File: src/rtl/uart_responder_pkg.sv
// rtl/uart_responder_pkg.sv - shared types and state encodings for the UART responder
package uart_responder_pkg;

    localparam int UART_DATA_BITS = 8;

    typedef logic [UART_DATA_BITS-1:0] uart_byte_t;

    typedef enum logic [1:0] {
        TX_IDLE  = 2'd0,
        TX_START = 2'd1,
        TX_DATA  = 2'd2,
        TX_STOP  = 2'd3
    } tx_state_t;

    typedef enum logic [1:0] {
        RX_IDLE  = 2'd0,
        RX_START = 2'd1,
        RX_DATA  = 2'd2,
        RX_STOP  = 2'd3
    } rx_state_t;

endpackage

File: src/rtl/uart_responder_if.sv
// rtl/uart_responder_if.sv - CPU-side strobe/byte bus between initiator and UART responder
interface uart_responder_if;

    logic                           wrn;
    logic                           rdn;
    uart_responder_pkg::uart_byte_t data_in;
    uart_responder_pkg::uart_byte_t data_out;
    logic                           data_ready;
    logic                           tbre;
    logic                           tsre;
    logic                           rx_overrun;
    logic                           rx_frame_err;

    modport master (
        output wrn, rdn, data_in,
        input  data_out, data_ready, tbre, tsre, rx_overrun, rx_frame_err
    );

    modport slave (
        input  wrn, rdn, data_in,
        output data_out, data_ready, tbre, tsre, rx_overrun, rx_frame_err
    );

endinterface

File: src/rtl/uart_rx_fsm.sv
// rtl/uart_rx_fsm.sv - rxd synchronizer, start/data/stop sampling and bit timer
module uart_rx_fsm
    import uart_responder_pkg::*;
#(
    parameter int CLK_DIV = 434
) (
    input  logic       clk,
    input  logic       rst,
    input  logic       rxd,
    output logic       byte_valid,
    output uart_byte_t rx_byte,
    output logic       frame_err
);

    localparam int              TW        = $clog2(CLK_DIV) + 1;
    localparam logic [TW-1:0]   BIT_LAST  = TW'(CLK_DIV - 1);
    localparam logic [TW-1:0]   HALF_LAST = TW'(CLK_DIV / 2 - 1);

    rx_state_t     state, state_next;
    logic          sync1, sync2, rxd_q;
    logic [TW-1:0] timer;
    logic [2:0]    bit_cnt;
    uart_byte_t    shreg;
    logic          tick;
    logic          fall;

    assign fall       = rxd_q & ~sync2;
    assign byte_valid = (state == RX_STOP) && tick;
    assign rx_byte    = shreg;
    assign frame_err  = ~sync2;

    always_ff @(posedge clk or posedge rst) begin
        if (rst) state <= RX_IDLE;
        else     state <= state_next;
    end

    always_comb begin
        state_next = state;
        tick       = 1'b0;
        case (state)
            RX_IDLE:  if (fall) state_next = RX_START;
            RX_START: if (timer == HALF_LAST) begin
                tick       = 1'b1;
                // a line back high at mid-start was a glitch, not a frame
                state_next = sync2 ? RX_IDLE : RX_DATA;
            end
            RX_DATA:  if (timer == BIT_LAST) begin
                tick = 1'b1;
                if (bit_cnt == 3'd7) state_next = RX_STOP;
            end
            RX_STOP:  if (timer == BIT_LAST) begin
                tick       = 1'b1;
                state_next = RX_IDLE;
            end
            default:  state_next = RX_IDLE;
        endcase
    end

    always_ff @(posedge clk or posedge rst) begin
        if (rst) begin
            sync1   <= 1'b1;
            sync2   <= 1'b1;
            rxd_q   <= 1'b1;
            timer   <= '0;
            bit_cnt <= '0;
            shreg   <= '0;
        end else begin
            sync1 <= rxd;
            sync2 <= sync1;
            rxd_q <= sync2;
            timer <= (state == RX_IDLE || tick) ? '0 : timer + 1'b1;
            if (state == RX_DATA && tick) begin
                shreg   <= {sync2, shreg[7:1]};
                bit_cnt <= bit_cnt + 3'd1;
            end
        end
    end

endmodule

File: src/rtl/uart_responder.sv
// rtl/uart_responder.sv - strobe-driven UART device: THR/TX FSM, RBR and status flags
module uart_responder
    import uart_responder_pkg::*;
#(
    parameter int CLK_DIV = 434
) (
    input  logic             clk,
    input  logic             rst,
    uart_responder_if.slave  bus,
    input  logic             rxd,
    output logic             txd
);

    localparam int            TW       = $clog2(CLK_DIV) + 1;
    localparam logic [TW-1:0] BIT_LAST = TW'(CLK_DIV - 1);

    logic          wrn_q, rdn_q, wr_edge, rd_edge;
    uart_byte_t    thr, shifter, rbr;
    logic          tbre_r, tsre_r, data_ready_r, overrun_r, frame_err_r;
    tx_state_t     tx_state, tx_next;
    logic [TW-1:0] tx_timer;
    logic [2:0]    tx_bits;
    logic          tx_tick, tx_load;
    logic          rx_valid, rx_ferr;
    uart_byte_t    rx_byte;

    assign wr_edge = ~wrn_q & bus.wrn;
    assign rd_edge = ~rdn_q & bus.rdn;

    assign bus.data_out     = rbr;
    assign bus.data_ready   = data_ready_r;
    assign bus.tbre         = tbre_r;
    assign bus.tsre         = tsre_r;
    assign bus.rx_overrun   = overrun_r;
    assign bus.rx_frame_err = frame_err_r;

    uart_rx_fsm #(.CLK_DIV(CLK_DIV)) u_rx (
        .clk        (clk),
        .rst        (rst),
        .rxd        (rxd),
        .byte_valid (rx_valid),
        .rx_byte    (rx_byte),
        .frame_err  (rx_ferr)
    );

    always_ff @(posedge clk or posedge rst) begin
        if (rst) tx_state <= TX_IDLE;
        else     tx_state <= tx_next;
    end

    always_comb begin
        tx_next = tx_state;
        tx_load = 1'b0;
        tx_tick = (tx_state != TX_IDLE) && (tx_timer == BIT_LAST);
        case (tx_state)
            TX_IDLE:  if (!tbre_r) begin
                tx_load = 1'b1;
                tx_next = TX_START;
            end
            TX_START: if (tx_tick) tx_next = TX_DATA;
            TX_DATA:  if (tx_tick && tx_bits == 3'd7) tx_next = TX_STOP;
            TX_STOP:  if (tx_tick) begin
                // a full THR chains straight into the next start bit
                if (!tbre_r) begin
                    tx_load = 1'b1;
                    tx_next = TX_START;
                end else begin
                    tx_next = TX_IDLE;
                end
            end
            default:  tx_next = TX_IDLE;
        endcase
    end

    always_ff @(posedge clk or posedge rst) begin
        if (rst) begin
            wrn_q    <= 1'b1;
            thr      <= '0;
            shifter  <= '0;
            tbre_r   <= 1'b1;
            tsre_r   <= 1'b1;
            txd      <= 1'b1;
            tx_timer <= '0;
            tx_bits  <= '0;
        end else begin
            wrn_q <= bus.wrn;
            if (wr_edge && tbre_r) begin
                thr    <= bus.data_in;
                tbre_r <= 1'b0;
            end
            if (tx_load) begin
                shifter  <= thr;
                tbre_r   <= 1'b1;
                tsre_r   <= 1'b0;
                txd      <= 1'b0;
                tx_timer <= '0;
                tx_bits  <= '0;
            end else if (tx_tick) begin
                tx_timer <= '0;
                case (tx_state)
                    TX_START: txd <= shifter[0];
                    TX_DATA: begin
                        shifter <= shifter >> 1;
                        txd     <= (tx_bits == 3'd7) ? 1'b1 : shifter[1];
                        tx_bits <= tx_bits + 3'd1;
                    end
                    TX_STOP:  tsre_r <= 1'b1;
                    default:  txd <= 1'b1;
                endcase
            end else if (tx_state != TX_IDLE) begin
                tx_timer <= tx_timer + 1'b1;
            end
        end
    end

    always_ff @(posedge clk or posedge rst) begin
        if (rst) begin
            rdn_q        <= 1'b1;
            rbr          <= '0;
            data_ready_r <= 1'b0;
            overrun_r    <= 1'b0;
            frame_err_r  <= 1'b0;
        end else begin
            rdn_q       <= bus.rdn;
            frame_err_r <= rx_valid && rx_ferr;
            // a completing good byte wins over a simultaneous read
            if (rx_valid && !rx_ferr) begin
                if (data_ready_r && !rd_edge) begin
                    overrun_r <= 1'b1;
                end else begin
                    rbr          <= rx_byte;
                    data_ready_r <= 1'b1;
                    if (rd_edge) overrun_r <= 1'b0;
                end
            end else if (rd_edge) begin
                data_ready_r <= 1'b0;
                overrun_r    <= 1'b0;
            end
        end
    end

endmodule

File: src/flat_wrapper.sv
// flat-port wrapper written by rule: the top's interface ports become plain ports
module uart_responder_flat import uart_responder_pkg::*;
#(
    parameter int CLK_DIV = 434
)
  (clk, rst, rxd, txd, bus_wrn, bus_rdn, bus_data_in, bus_data_out, bus_data_ready, bus_tbre, bus_tsre, bus_rx_overrun, bus_rx_frame_err);
  uart_responder_if bus_i ();
  input  logic clk;
  input  logic rst;
  input  logic rxd;
  output logic txd;
  input wire logic [$bits(bus_i.wrn)-1:0] bus_wrn;
  input wire logic [$bits(bus_i.rdn)-1:0] bus_rdn;
  input wire logic [$bits(bus_i.data_in)-1:0] bus_data_in;
  output wire logic [$bits(bus_i.data_out)-1:0] bus_data_out;
  output wire logic [$bits(bus_i.data_ready)-1:0] bus_data_ready;
  output wire logic [$bits(bus_i.tbre)-1:0] bus_tbre;
  output wire logic [$bits(bus_i.tsre)-1:0] bus_tsre;
  output wire logic [$bits(bus_i.rx_overrun)-1:0] bus_rx_overrun;
  output wire logic [$bits(bus_i.rx_frame_err)-1:0] bus_rx_frame_err;
  assign bus_i.wrn = bus_wrn;
  assign bus_i.rdn = bus_rdn;
  assign bus_i.data_in = bus_data_in;
  assign bus_data_out = bus_i.data_out;
  assign bus_data_ready = bus_i.data_ready;
  assign bus_tbre = bus_i.tbre;
  assign bus_tsre = bus_i.tsre;
  assign bus_rx_overrun = bus_i.rx_overrun;
  assign bus_rx_frame_err = bus_i.rx_frame_err;
  uart_responder #(.CLK_DIV(CLK_DIV)) u_core (.clk(clk), .rst(rst), .bus(bus_i), .rxd(rxd), .txd(txd));
endmodule
File: config.mk
export PLATFORM = sky130hd
export DESIGN_NAME = uart_responder_flat
export DESIGN_NICKNAME = d
export VERILOG_FILES = /design/src/rtl/uart_responder_pkg.sv /design/src/rtl/uart_responder_if.sv /design/src/rtl/uart_rx_fsm.sv /design/src/rtl/uart_responder.sv /design/src/flat_wrapper.sv
export SDC_FILE = /design/constraint.sdc
export NUM_CORES = 1
export LEC_CHECK = 0
export CAP_MARGIN = 20
export CORE_MARGIN = 1
export CORE_UTILIZATION = 53
export DETAILED_ROUTE_END_ITERATION = 6
export GPL_TIMING_DRIVEN = 0
export HOLD_SLACK_MARGIN = 0.1
export PLACE_DENSITY_LB_ADDON = 0.1
export SLEW_MARGIN = 20
export SYNTH_ARGS = -nofsm -noshare
export SYNTH_HDL_FRONTEND = slang
export SYNTH_SLANG_ARGS = --single-unit
File: constraint.sdc
create_clock -name clk -period 3.4 [get_ports clk]
set_clock_uncertainty 0.05 [all_clocks]
set_input_delay 0.34 -clock clk [delete_from_list [all_inputs] [get_ports clk]]
set_output_delay 0.34 -clock clk [all_outputs]
set_load 0.05 [all_outputs]
==> impl_summary.log <==
INFO  metric drc_errors_left = 0
INFO  metric number_of_synthesized_flops_with_an_enable_pin = 0
INFO  metric post_cts_hold_buffer_count = 0
INFO  metric crit-reg2reg-launch = u_core.tx_state[0]
INFO  metric wl_per_cell = 14.1 um
INFO  metric vdd.ir_drop.worst = 0.000371 V
INFO  metric vias_per_cell = 5.50
INFO  metric floorplan.rows = 28
INFO  metric timing.reg2reg.worst_path_depth = 6
INFO  metric yosysSeqAreaShare = 54.8%
INFO  metric critPathRequiredTime = 3.58 ns
INFO  metric worstSetupPathType = register to register
INFO  metric max-clock-path-buffers = 2
INFO  metric clk_latency = 0.34 ns
INFO  metric groute.usage.overall = 19.6%
INFO  metric relSlewSlack = 53.9%
INFO  metric pwr_density_cell = 482 nW/um^2
INFO  metric grt_pass1_wl = 9740 um
INFO  metric final_max_tran_viols = 0
INFO  metric min-delay-path-class = input pin to asynchronous set/reset pin
INFO  metric power_leakage = 1.86 nW
INFO  metric final_design_utilization = 65.2%
INFO  metric cts.reportedPaths.clkPinSlew = 0.08 ns
INFO  metric fmax = 0.405 GHz
INFO  metric detailedRoute.firstPassIterationCount = 7
INFO  metric report.final.setup_viol = 0
INFO  metric layout.cells.most_common_list = sky130_fd_sc_hd__dfrtp_1 (65), sky130_fd_sc_hd__mux2_2 (28), sky130_fd_sc_hd__nor2_1 (26), sky130_fd_sc_hd__clkdlybuf4s50_1 (26), sky130_fd_sc_hd__inv_1 (22)
INFO  metric ys.warnings.count = 0
INFO  metric worstMarginPinSlew = 0.689 ns
INFO  metric cp.arrival = 2.66 ns
INFO  metric rsz0062_at_grt = false
INFO  metric start_util = 55.9%
INFO  metric die_y = 81.5 um
INFO  metric cp-end-kind = register
INFO  metric worstPathMaxFanout = 6
INFO  metric initial_antenna_violation_count = 0
INFO  metric h_tree_level_count = 3
INFO  metric timing.critical_path.slowest_cell_delay = 0.42 ns
INFO  metric path_cells = inv_1, ha_1, or2_2, o2111ai_1, nand2_1, a222oi_1
INFO  metric cts_sinks = 73
INFO  metric r2r-end = u_core.shifter[3]
INFO  metric drt-total-wl = 5640 um
INFO  metric drt_first_iter_violations = 68
INFO  metric clock-root-buffer = sky130_fd_sc_hd__clkbuf_8
INFO  metric synthesis.area_per_instance = 11.8 um^2
INFO  metric place.port_buffers = 26
INFO  metric finish.net_count = 348
INFO  metric synthesis.instances = 283
INFO  metric count_of_instances_resized_after_the_clock_tree_is_built = 0
INFO  metric antenna_diode_instance_count = 0
INFO  metric start_kind = register
INFO  metric die_width = 81.5 um
INFO  metric via_count = 2204
INFO  metric cts_made_buffers = 9
INFO  metric coreArea = 5990 um^2
INFO  metric period_minus_slack = 2.47 ns
INFO  metric setup-tns-final = 0 ns
INFO  metric globalRoute.totalOverflow = 0
INFO  metric postCtsSetupBuffers = 0
INFO  metric hold_viol = 0
INFO  metric design.portCount = 27
INFO  metric post-dp-hpwl = 3950 um
INFO  metric antenna_violating_nets_post_route = 0
INFO  metric die_area = 6640 um^2
INFO  metric syn2layout_area_growth = 16.5%
INFO  metric netlist_area = 3350 um^2
INFO  metric synth_top_flop_cell = sky130_fd_sc_hd__dfrtp_1
INFO  metric most_common_cell_after_layout_fill_and_taps_aside = sky130_fd_sc_hd__dfrtp_1
INFO  metric ff2ff_setup_slack = 0.93 ns
INFO  metric synthArstFlopShare = 100%
INFO  metric max_cap_check_violation_count = 0
INFO  metric synth-seq-cells = 73
INFO  metric finalWeightedCongestion = 0.836
INFO  metric cts_tree = yes
INFO  metric final_clock_period_utilization_by_the_worst_path = 72.7%
INFO  metric synth_nets = 310
INFO  metric grt_max_degree = 53
INFO  metric share_of_cells_above_drive_strength_1 = 21.2%
INFO  metric first_global_vias = 2164
INFO  metric worst_path_max_delay_cell = sky130_fd_sc_hd__o2111ai_1
INFO  metric outcome = finished, final reports clean
INFO  metric synth.distinct_cells = 51
-- report_power, final --
| part | switching [W] | internal (W) |
|---|---|---|
| sequential | 0.0000790 | 0.000965 |
| combinational | 0.000115 | 0.000125 |
| clock | 0.000331 | 0.000266 |
| total | 0.000526 | 0.00136 |
-- area by class of cell --
class                      instances  area (um^2)
buffer                             5         31.3
clock buffer                      10          128
clock inverter                     6         42.5
fill                             481         2090
inverter                          23         88.8
multi-input combinational        182         1400
sequential                        73         1840
tap                               75         93.8
timing repair buffer              27          288
-- per-layer routing --
metal	part of all wire, %	routed length [um]	global-route usage (%)	vias to the layer above
met3	3.5	198	4.33	8
met2	46	2600	29.9	45
met4	1.8	101	10.4	0
met1	49	2740	26.3	1076
li1	-	-	-	1075
met5	0	0	0	-
-- critical path, delay by kind of cell (launching register included) --
kind,cells,cell delay [ns]
buffers and inverters,1,0.11
flip-flops,1,0.41
AO/OA/AOI/OAI,2,0.80
adder cells (fa/ha/maj),1,0.37
AND/OR/NAND/NOR,2,0.61
-- cell usage after synthesis (3+ instances only) --
cell type	count	share of area (%)
sky130_fd_sc_hd__dfrtp_1	65	49
sky130_fd_sc_hd__mux2_2	28	9.4
sky130_fd_sc_hd__nor2_1	26	2.9
sky130_fd_sc_hd__inv_1	23	2.6
sky130_fd_sc_hd__nand2_1	18	2.0
sky130_fd_sc_hd__ha_1	14	5.2
sky130_fd_sc_hd__xnor2_1	12	3.1
sky130_fd_sc_hd__nand3_1	10	1.5
sky130_fd_sc_hd__dfstp_2	8	6.3
sky130_fd_sc_hd__a21oi_1	6	0.90
sky130_fd_sc_hd__nor3_1	6	0.90
sky130_fd_sc_hd__o21ai_0	5	0.75
sky130_fd_sc_hd__xor2_1	5	1.3
sky130_fd_sc_hd__buf_2	4	0.60
sky130_fd_sc_hd__a221o_1	3	0.90
sky130_fd_sc_hd__a222oi_1	3	0.90
sky130_fd_sc_hd__a22o_1	3	0.78
sky130_fd_sc_hd__nor4_1	3	0.56
-- through the flow --
step	setup slack [ns]	std cells	total power, W	area (um^2)	hold slack (ns)
floorplan	1.17	283	0.00123	3350	0.294
global placement	-0.0323	384	0.00129	3700	0.297
detailed placement	0.971	385	0.00131	3730	0.300
CTS	0.918	401	0.00191	3900	0.246
global route	0.778	401	0.00198	3900	0.277
finish	0.929	401	0.00188	3900	0.246
-- cells by family (layout without fill, tap and decap cells) --
group,after synthesis,in the layout,synth area share (%)
AND/OR/NAND/NOR,85,85,13.7
multiplexers,28,28,9.41
adder cells (fa/ha/maj),14,14,5.23
flip-flops,73,73,54.8
AO/OA/AOI/OAI,38,38,8.85
buffers and inverters,28,71,3.51
XOR/XNOR,17,17,4.45
-- flip-flops by register name (all words and copies together), names as in the netlist, 2 cells and up, named ones only --
register / flops
u_core.bus.data_out: 8
u_core.shifter: 8
u_core.thr: 8
u_core.tx_bits: 3
u_core.tx_state: 2
u_core.tx_timer: 10
u_core.u_rx.bit_cnt: 3
u_core.u_rx.rx_byte: 8
u_core.u_rx.timer: 10
-- worst max path at each step --
stage                       startpoint                    endpoint
floorplan                          rst  asynchronous set/reset pin
global placement                   rst               u_core.thr[4]
detailed placement  u_core.tx_state[0]           u_core.shifter[3]
CTS                 u_core.tx_state[0]           u_core.shifter[3]
global route        u_core.tx_state[0]           u_core.shifter[3]
finish              u_core.tx_state[0]           u_core.shifter[3]
Power figures use the tool's default switching activity.
